==> src/rtl/seg7_scan_ctrl_if.sv <==
// Register port bundle for the seven-segment scan controller.
// The CPU side drives writes and an address; the controller returns combinational readback.
interface seg7_scan_ctrl_if;
   logic        wr_en;
   logic [1:0]  addr;
   logic [31:0] wr_data;
   logic [31:0] rd_data;

   modport master (output wr_en, output addr, output wr_data, input rd_data);
   modport slave  (input wr_en, input addr, input wr_data, output rd_data);
endinterface

==> src/rtl/seg7_scan_ctrl.sv <==
// Six-digit multiplexed seven-segment controller with a memory-mapped register port.
// Each digit gets a blank interval followed by a dwell interval.
module seg7_scan_ctrl #(
   parameter int NUM_DIGITS   = 6,
   parameter int SCAN_DIV     = 50000,
   parameter int BLANK_CYCLES = 500
) (
   input  logic             clk,
   input  logic             rst,
   seg7_scan_ctrl_if.slave  bus,
   output logic [7:0]       seg_data,
   output logic [5:0]       seg_sel
);

   localparam int CNT_MAX = (SCAN_DIV > BLANK_CYCLES) ? SCAN_DIV : BLANK_CYCLES;
   localparam int CNT_W   = (CNT_MAX > 1) ? $clog2(CNT_MAX) : 1;
   localparam logic [CNT_W-1:0] SCAN_LAST  = CNT_W'(SCAN_DIV - 1);
   localparam logic [CNT_W-1:0] BLANK_LAST = CNT_W'(BLANK_CYCLES - 1);
   localparam logic [2:0]       IDX_LAST   = 3'(NUM_DIGITS - 1);

   typedef enum logic [0:0] {
      ST_BLANK = 1'b0,
      ST_DRIVE = 1'b1
   } state_t;

   logic [23:0]      value_r;
   logic [5:0]       dp_r;
   logic [5:0]       en_r;
   state_t           state_r;
   logic [CNT_W-1:0] cnt_r;
   logic [2:0]       idx_r;
   logic [7:0]       next_data_s;
   logic [5:0]       next_sel_s;

   function automatic logic [7:0] hex_decode(input logic [3:0] nib);
      logic [7:0] glyph;
      case (nib)
         4'h0:    glyph = 8'hC0;
         4'h1:    glyph = 8'hF9;
         4'h2:    glyph = 8'hA4;
         4'h3:    glyph = 8'hB0;
         4'h4:    glyph = 8'h99;
         4'h5:    glyph = 8'h92;
         4'h6:    glyph = 8'h82;
         4'h7:    glyph = 8'hF8;
         4'h8:    glyph = 8'h80;
         4'h9:    glyph = 8'h90;
         4'hA:    glyph = 8'h88;
         4'hB:    glyph = 8'h83;
         4'hC:    glyph = 8'hC6;
         4'hD:    glyph = 8'hA1;
         4'hE:    glyph = 8'h86;
         4'hF:    glyph = 8'h8E;
         default: glyph = 8'hFF;
      endcase
      return glyph;
   endfunction

   function automatic logic [3:0] nibble_sel(input logic [23:0] val, input logic [2:0] idx);
      logic [3:0] nib;
      case (idx)
         3'd0:    nib = val[3:0];
         3'd1:    nib = val[7:4];
         3'd2:    nib = val[11:8];
         3'd3:    nib = val[15:12];
         3'd4:    nib = val[19:16];
         3'd5:    nib = val[23:20];
         default: nib = 4'h0;
      endcase
      return nib;
   endfunction

   function automatic logic bit_sel(input logic [5:0] bits, input logic [2:0] idx);
      logic b;
      case (idx)
         3'd0:    b = bits[0];
         3'd1:    b = bits[1];
         3'd2:    b = bits[2];
         3'd3:    b = bits[3];
         3'd4:    b = bits[4];
         3'd5:    b = bits[5];
         default: b = 1'b0;
      endcase
      return b;
   endfunction

   function automatic logic [5:0] one_cold(input logic [2:0] idx);
      logic [5:0] sel;
      case (idx)
         3'd0:    sel = 6'b111110;
         3'd1:    sel = 6'b111101;
         3'd2:    sel = 6'b111011;
         3'd3:    sel = 6'b110111;
         3'd4:    sel = 6'b101111;
         3'd5:    sel = 6'b011111;
         default: sel = 6'b111111;
      endcase
      return sel;
   endfunction

   // Register file writes; unused upper data bits are dropped.
   always_ff @(posedge clk) begin
      if (rst) begin
         value_r <= 24'h000000;
         dp_r    <= 6'b000000;
         en_r    <= 6'b111111;
      end else if (bus.wr_en) begin
         case (bus.addr)
            2'd0:    value_r <= bus.wr_data[23:0];
            2'd1:    dp_r    <= bus.wr_data[5:0];
            2'd2:    en_r    <= bus.wr_data[5:0];
            default: ;
         endcase
      end
   end

   // Combinational readback of the selected register.
   always_comb begin
      bus.rd_data = 32'h0000_0000;
      case (bus.addr)
         2'd0:    bus.rd_data = {8'h00, value_r};
         2'd1:    bus.rd_data = {26'h0, dp_r};
         2'd2:    bus.rd_data = {26'h0, en_r};
         default: bus.rd_data = 32'h0000_0000;
      endcase
   end

   // Glyph and select for the current index, captured into the output registers at BLANK->DRIVE.
   always_comb begin
      next_data_s = 8'hFF;
      next_sel_s  = 6'h3F;
      if (bit_sel(en_r, idx_r)) begin
         next_data_s = hex_decode(nibble_sel(value_r, idx_r));
         next_data_s[7] = next_data_s[7] & ~bit_sel(dp_r, idx_r);
         next_sel_s  = one_cold(idx_r);
      end else begin
         next_data_s = 8'hFF;
         next_sel_s  = 6'h3F;
      end
   end

   // Scan FSM: outputs hold their latched value for the whole dwell so mid-dwell writes stay invisible.
   always_ff @(posedge clk) begin
      if (rst) begin
         state_r  <= ST_BLANK;
         cnt_r    <= '0;
         idx_r    <= 3'd0;
         seg_data <= 8'hFF;
         seg_sel  <= 6'h3F;
      end else begin
         case (state_r)
            ST_BLANK: begin
               if (cnt_r == BLANK_LAST) begin
                  state_r  <= ST_DRIVE;
                  cnt_r    <= '0;
                  seg_data <= next_data_s;
                  seg_sel  <= next_sel_s;
               end else begin
                  cnt_r    <= cnt_r + 1'b1;
                  seg_data <= 8'hFF;
                  seg_sel  <= 6'h3F;
               end
            end
            ST_DRIVE: begin
               if (cnt_r == SCAN_LAST) begin
                  state_r  <= ST_BLANK;
                  cnt_r    <= '0;
                  idx_r    <= (idx_r == IDX_LAST) ? 3'd0 : idx_r + 3'd1;
                  seg_data <= 8'hFF;
                  seg_sel  <= 6'h3F;
               end else begin
                  cnt_r    <= cnt_r + 1'b1;
               end
            end
            default: begin
               state_r  <= ST_BLANK;
               cnt_r    <= '0;
               idx_r    <= 3'd0;
               seg_data <= 8'hFF;
               seg_sel  <= 6'h3F;
            end
         endcase
      end
   end

endmodule

==> src/flat_wrapper.sv <==
// flat-port wrapper written by rule: the top's interface ports become plain ports
module seg7_scan_ctrl_flat 
#(
   parameter int NUM_DIGITS   = 6,
   parameter int SCAN_DIV     = 50000,
   parameter int BLANK_CYCLES = 500
)
  (clk, rst, seg_data, seg_sel, bus_wr_en, bus_addr, bus_wr_data, bus_rd_data);
  seg7_scan_ctrl_if bus_i ();
  input  logic clk;
  input  logic rst;
  output logic [7:0] seg_data;
  output logic [5:0] seg_sel;
  input wire logic [$bits(bus_i.wr_en)-1:0] bus_wr_en;
  input wire logic [$bits(bus_i.addr)-1:0] bus_addr;
  input wire logic [$bits(bus_i.wr_data)-1:0] bus_wr_data;
  output wire logic [$bits(bus_i.rd_data)-1:0] bus_rd_data;
  assign bus_i.wr_en = bus_wr_en;
  assign bus_i.addr = bus_addr;
  assign bus_i.wr_data = bus_wr_data;
  assign bus_rd_data = bus_i.rd_data;
  seg7_scan_ctrl #(.NUM_DIGITS(NUM_DIGITS), .SCAN_DIV(SCAN_DIV), .BLANK_CYCLES(BLANK_CYCLES)) u_core (.clk(clk), .rst(rst), .bus(bus_i), .seg_data(seg_data), .seg_sel(seg_sel));
endmodule
==> config.mk <==
export PLATFORM = sky130hd
export DESIGN_NAME = seg7_scan_ctrl_flat
export DESIGN_NICKNAME = d
export VERILOG_FILES = /design/src/rtl/seg7_scan_ctrl_if.sv /design/src/rtl/seg7_scan_ctrl.sv /design/src/flat_wrapper.sv
export SDC_FILE = /design/constraint.sdc
export NUM_CORES = 1
export LEC_CHECK = 0
export CORE_MARGIN = 4
export CORE_UTILIZATION = 51
export CTS_CLUSTER_DIAMETER = 80
export DETAILED_ROUTE_END_ITERATION = 7
export GPL_TIMING_DRIVEN = 0
export PLACE_DENSITY = 0.78
export RECOVER_POWER = 50
export REMOVE_ABC_BUFFERS = 1
export SYNTH_ARGS = -nofsm -noshare
export SYNTH_HDL_FRONTEND = slang
export SYNTH_SLANG_ARGS = --single-unit
==> constraint.sdc <==
create_clock -name clk -period 3.2 [get_ports clk]
set_input_delay 0.96 -clock clk [delete_from_list [all_inputs] [get_ports clk]]
set_output_delay 0.96 -clock clk [all_outputs]
set_load 0.03 [all_outputs]
Word level (Yosys, flattened, before mapping)
Memories as Yosys holds them, arrays and structs flattened.
Cells that the tools add are included.

word-level totals
  bits of input ports = 37
  logic and storage cells = 53
  memories kept = 1
  output and inout bits = 46
  flip-flop bits (word level) = 70
  bits in read-only memories = 112

cells by class
  equality and inequality tests = 10
  bitwise logic cells = 3
  muxes and demuxes = 23
  reductions and logical operators = 6
  add/subtract/negate cells = 2

memories
  memory            depth  width  rd ports  clocked after Yosys merged registers in  write ports  RTL line              text
  (name not given)  16     7      1         0                                        0            seg7_scan_ctrl.sv:37  case (nib)

operator list
  operator                 count
  $pmux W24 S3             1
  $pmux W6 S6              1
  $mux W16                 2
  $mux W8                  4
  $pmux W16 S2             1
  $pmux W4 S6              1
  $mux W6                  3
  $add A16 B1 Y16 const B  1
  $eq A16 B16 Y1 const B   1
  $eq A16 B9 Y1 const B    1
  $pmux W8 S2              1
  $pmux W1 S6              2
  $pmux W6 S2              1
  $reduce_and A2 Y1        4
  $eq A3 B2 Y1 const B     2
  $eq A3 B3 Y1 const B     2
  $mux W4                  1
  $add A3 B1 Y3 const B    1
  $eq A3 B1 Y1 const B     1
  $logic_not A3 Y1         1
  $mux W1                  3
  $mux W3                  1
  $eq A2 B1 Y1 const B     1
  $eq A2 B2 Y1 const B     1
  5 further kinds          6

Longest topological paths before layout
An unclocked memory read counts as a cell.

  depth in word-level cells = 9
  mapped depth = 13

Least setup slack after synthesis
OpenSTA, ideal clock, no wires.

  kind = in2out
  from = input bus_addr[0]
  to = output bus_rd_data[0]
  path slack = 124 ps
  data required time = 2240 ps
  stages = 3
  path buffers = 1
  arrival time = 2116 ps
  cells stage by stage = clkbuf_1 > mux2i_1 > o21ai_0

between the ends
  cells in the longest elaborated chain, start to end = 2
  elaborated cells between the ends (all ways) = 4
  classes of those cells = eq/ne (2); mux (1); reduce/logical (1)

RTL lines
  element                                     RTL line               text
  start, declared                             flat_wrapper.sv:15     input wire logic [$bits(bus_i.addr)-1:0] bus_addr;
  $eq A2 B2 Y1, or another cell as far along  seg7_scan_ctrl.sv:120  case (bus.addr)
  $pmux W24 S3 *                              seg7_scan_ctrl.sv:120
  end, declared                               flat_wrapper.sv:17     output wire logic [$bits(bus_i.rd_data)-1:0] bus_rd_data;

Mark *: on every way between the ends. The rest lies on a longest branch, timed or not.

Worst setup path in the final report
  from = input bus_addr[1]
  to = output bus_rd_data[14]

The elaborated chain is that of the path after synthesis.

==> parameters.txt <==
Parameter                              Value

Power and ir drop
  Leak pwr ... 0.00180 uW
  Largest voltage drop on the vdd net ... 0.256 mV
  Power after layout ... 1920 uW
  P per Cell Area ... 422 nW/um^2

Cells and area
  Final Instance Count excl. Fillers ... 600
  Count of fill cells added during filler insertion ... 631
  Final net count ... 545
  Fraction of layout instances using a drive strength above 1 ... 0.111
  Most common cell after layout, fill and taps aside ... nand2_1
  Design Area, Final ... 4540 um^2
  Area of the multi-input gates ... 2140 um^2
  Highest-count cells in the layout ignoring fill and taps ... nand2_1 (75), dfxtp_1 (68), nor2_1 (45)
  Post-synthesis to final-layout area growth ... 24.0%
  Total area of sequential cells ... 1400 um^2
  Antenna diode count ... 0

Global route
  Antenna violations before repair ... 0
  Vias in the first global route ... 3261
  Global-route usage over all layers ... 0.220
  Global-route wire length before repair ... 15200 um
  Pin count of the biggest net entering global routing ... 52
  Final global-route overflow total ... 0

Clock network
  CTS sink count ... 70
  Number of buffers inserted for hold repair after clock tree synthesis ... 0
  Clock latency on the worst-skew pair ... 0.34 ns
  Cell at the root of the clock tree ... clkbuf_8
  Deepest clock path buffer count ... 2
  CTS tree ... built
  Number of buffers inserted during clock tree synthesis ... 9
  H-tree lvl count ... 3
  Clock transition time at the flip-flop clock pins of the worst setup and hold paths ... 0.07 ns

Drt
  Number of nets still failing antenna checks after routing ... 0
  Per-cell via count in the routed design ... 5.51
  DRC violation total after the first TritonRoute iteration ... 167
  Detailed-router iteration count before antenna repair ... 5
  Average wire per standard cell ... 15.4 um
  Residual DRC ... 0
  Total length of routed wires ... 9220 um
  Vias ... 3305

Setup path
  Arrival time worst endpoint ... 2.17 ns
  Type of the worst setup path ... in -> out
  Data required time at the worst endpoint ... 2.24 ns
  Worst Setup Start Kind ... input pin
  Biggest fanout along the worst timing path ... 12
  CP Capture Type ... output port
  Worst R2R Setup Slack ... 0.23 ns

Timing
  Final Skew ... 0.00877 ns
  Peak clock frequency supported by timing ... 320 MHz
  Shortest period the worst path allows ... 3.13 ns
  RSZ-0062 raised after global routing ... true
  Final hold violation count ... 0
  PnR worst setup slack ... 0.0707 ns
  Max-slew violation total from the final report ... 0
  Rel. slew slack ... 0.383
  Slew at the pin closest to its max-slew limit ... 0.925 ns
  Total of endpoints with negative setup slack in the final report ... 0
  Final period util ... 0.978

Synthesis
  Biggest area consumer among synthesized cells ... dfxtp_1
  EDFF count, synth ... 0
  Most used DFF post-synth ... dfxtp_1
  Number of instances in the synthesized netlist ... 443
  Synth Register Bits ... 70
  Top cells by area, synth ... dfxtp_1 (38%), nand2_1 (7.7%), a21oi_1 (4.9%)
  Cell variety after synth ... 60
  Share of the synthesized area in the top cell type ... 0.383
  Yosys Warn Count ... 0
  Synth Area per Inst ... 8.27 um^2
  Share of synthesized area occupied by flip-flops and latches ... 0.383
  Area of the mapped netlist ... 3660 um^2
  Proportion of synthesized flip-flops having asynchronous set or reset ... 0

Placed design
  GP Congestion ... 0.887
  Placed instance area ... 4300 um^2
  Number of placed instances with taps included ... 580
  Post-detail-place hpwl ... 6340 um
  Number of port buffers ... 66
  Post-place setup slack ... -1.14 ns

Run
  Number of max-cap violations ... 0

Status
  Run status ... finished clean

Die
  Die Ht ... 92.7 um
  Core outline area ... 6870 um^2
  Die W ... 92.7 um
  Site Rows ... 30
  Full die area ... 8600 um^2
  Initial standard-cell utilization of the core ... 0.533
  Boundary Pins ... 83

Min path
  Classification of the worst-slack hold path ... reg -> reg
-- cells in the mapped netlist (4+ instances only) --
cell      count
dfxtp_1      70
mux2i_1      17
nand3_1       7
a31oi_1       8
o21ai_0      11
a21oi_1      36
buf_4        10
clkbuf_1     18
mux2_2        5
nand4_1       4
or2_2         7
ha_1          9
nand2_1      75
nor2b_1       5
inv_1         8
and2_1       22
a211o_1       6
and3_1       10
nor2_1       46
xor2_1        7
xnor2_1       7
-- logic make-up after synthesis --
group                    after synthesis  synth area share
other                                  1           0.00102
XOR/XNOR                              14            0.0335
AO/OA/AOI/OAI                         79             0.137
flip-flops                            70             0.383
buffers and inverters                 40            0.0523
AND/OR/NAND/NOR                      206             0.289
adder cells (fa/ha/maj)                9            0.0307
multiplexers                          24            0.0741
-- critical path, cell delays in order --
cell and delay [ns]:
clkdlybuf4s15_2 0.31, nor2_2 0.30, and2_1 0.18, dlygate4sd2_1 0.41
-- final cells by class --
type | count | share of cell area
Multi-Input combinational cell | 343 | 0.471
Sequential cell | 70 | 0.309
Clock inverter | 4 | 0.0171
Timing Repair Buffer | 67 | 0.136
Tap cell | 96 | 0.0264
Inverter | 8 | 0.00661
Clock buffer | 12 | 0.0342
-- repair_timing --
item                       4_1_cts  5_1_grt
gates resized for setup         38       17
setup endpoints to repair       48       19
pin swaps                        1        0
buffers inserted                 1        0
cloned                           1        2
-- flip-flops by register name, indices dropped and copies added, names as in the netlist --
register         cells
u_core.en_r          6
u_core.idx_r         3
u_core.seg_sel       6
u_core.state_r       1
u_core.dp_r          6
u_core.value_r      24
u_core.seg_data      8
u_core.cnt_r        16
-- routing by layer --
layer | global-route usage | routed length [um]
met1 | 0.272 | 3790
met5 | 0 | 0
met2 | 0.377 | 4650
met3 | 0.0439 | 642
met4 | 0.0830 | 136
-- stage by stage --
step	hold WS [ns]	util	TNS [ns]
global route	0.492	0.661	-0.00465
detailed placement	0.460	0.626	-37.67
finish	0.469	0.661	0
floorplan	0.430	-	0
CTS	0.472	0.662	-0.0103
global placement	0.442	0.627	-43.66
-- final timing paths --
check                                                    start                         endpoint  cells after the start
worst max-delay path                               bus_addr[1]                  bus_rd_data[14]                      4
worst min-delay path            u_core.value_r[8]$_SDFFE_PP0P_   u_core.value_r[8]$_SDFFE_PP0P_                      2
worst max register to register    u_core.idx_r[1]$_SDFFE_PP0P_  u_core.seg_data[1]$_SDFFE_PP1P_                      9
worst min register to register  u_core.value_r[8]$_SDFFE_PP0P_   u_core.value_r[8]$_SDFFE_PP0P_                      2
-- report_power, final --
| part | switching, uW | leakage, uW | internal, uW |
|---|---|---|---|
| sequential | 16.5 | 0.000569 | 890 |
| combinational | 106 | 0.00111 | 74.9 |
| clock | 341 | 0.000117 | 486 |
(Power assumes the default switching activity.)
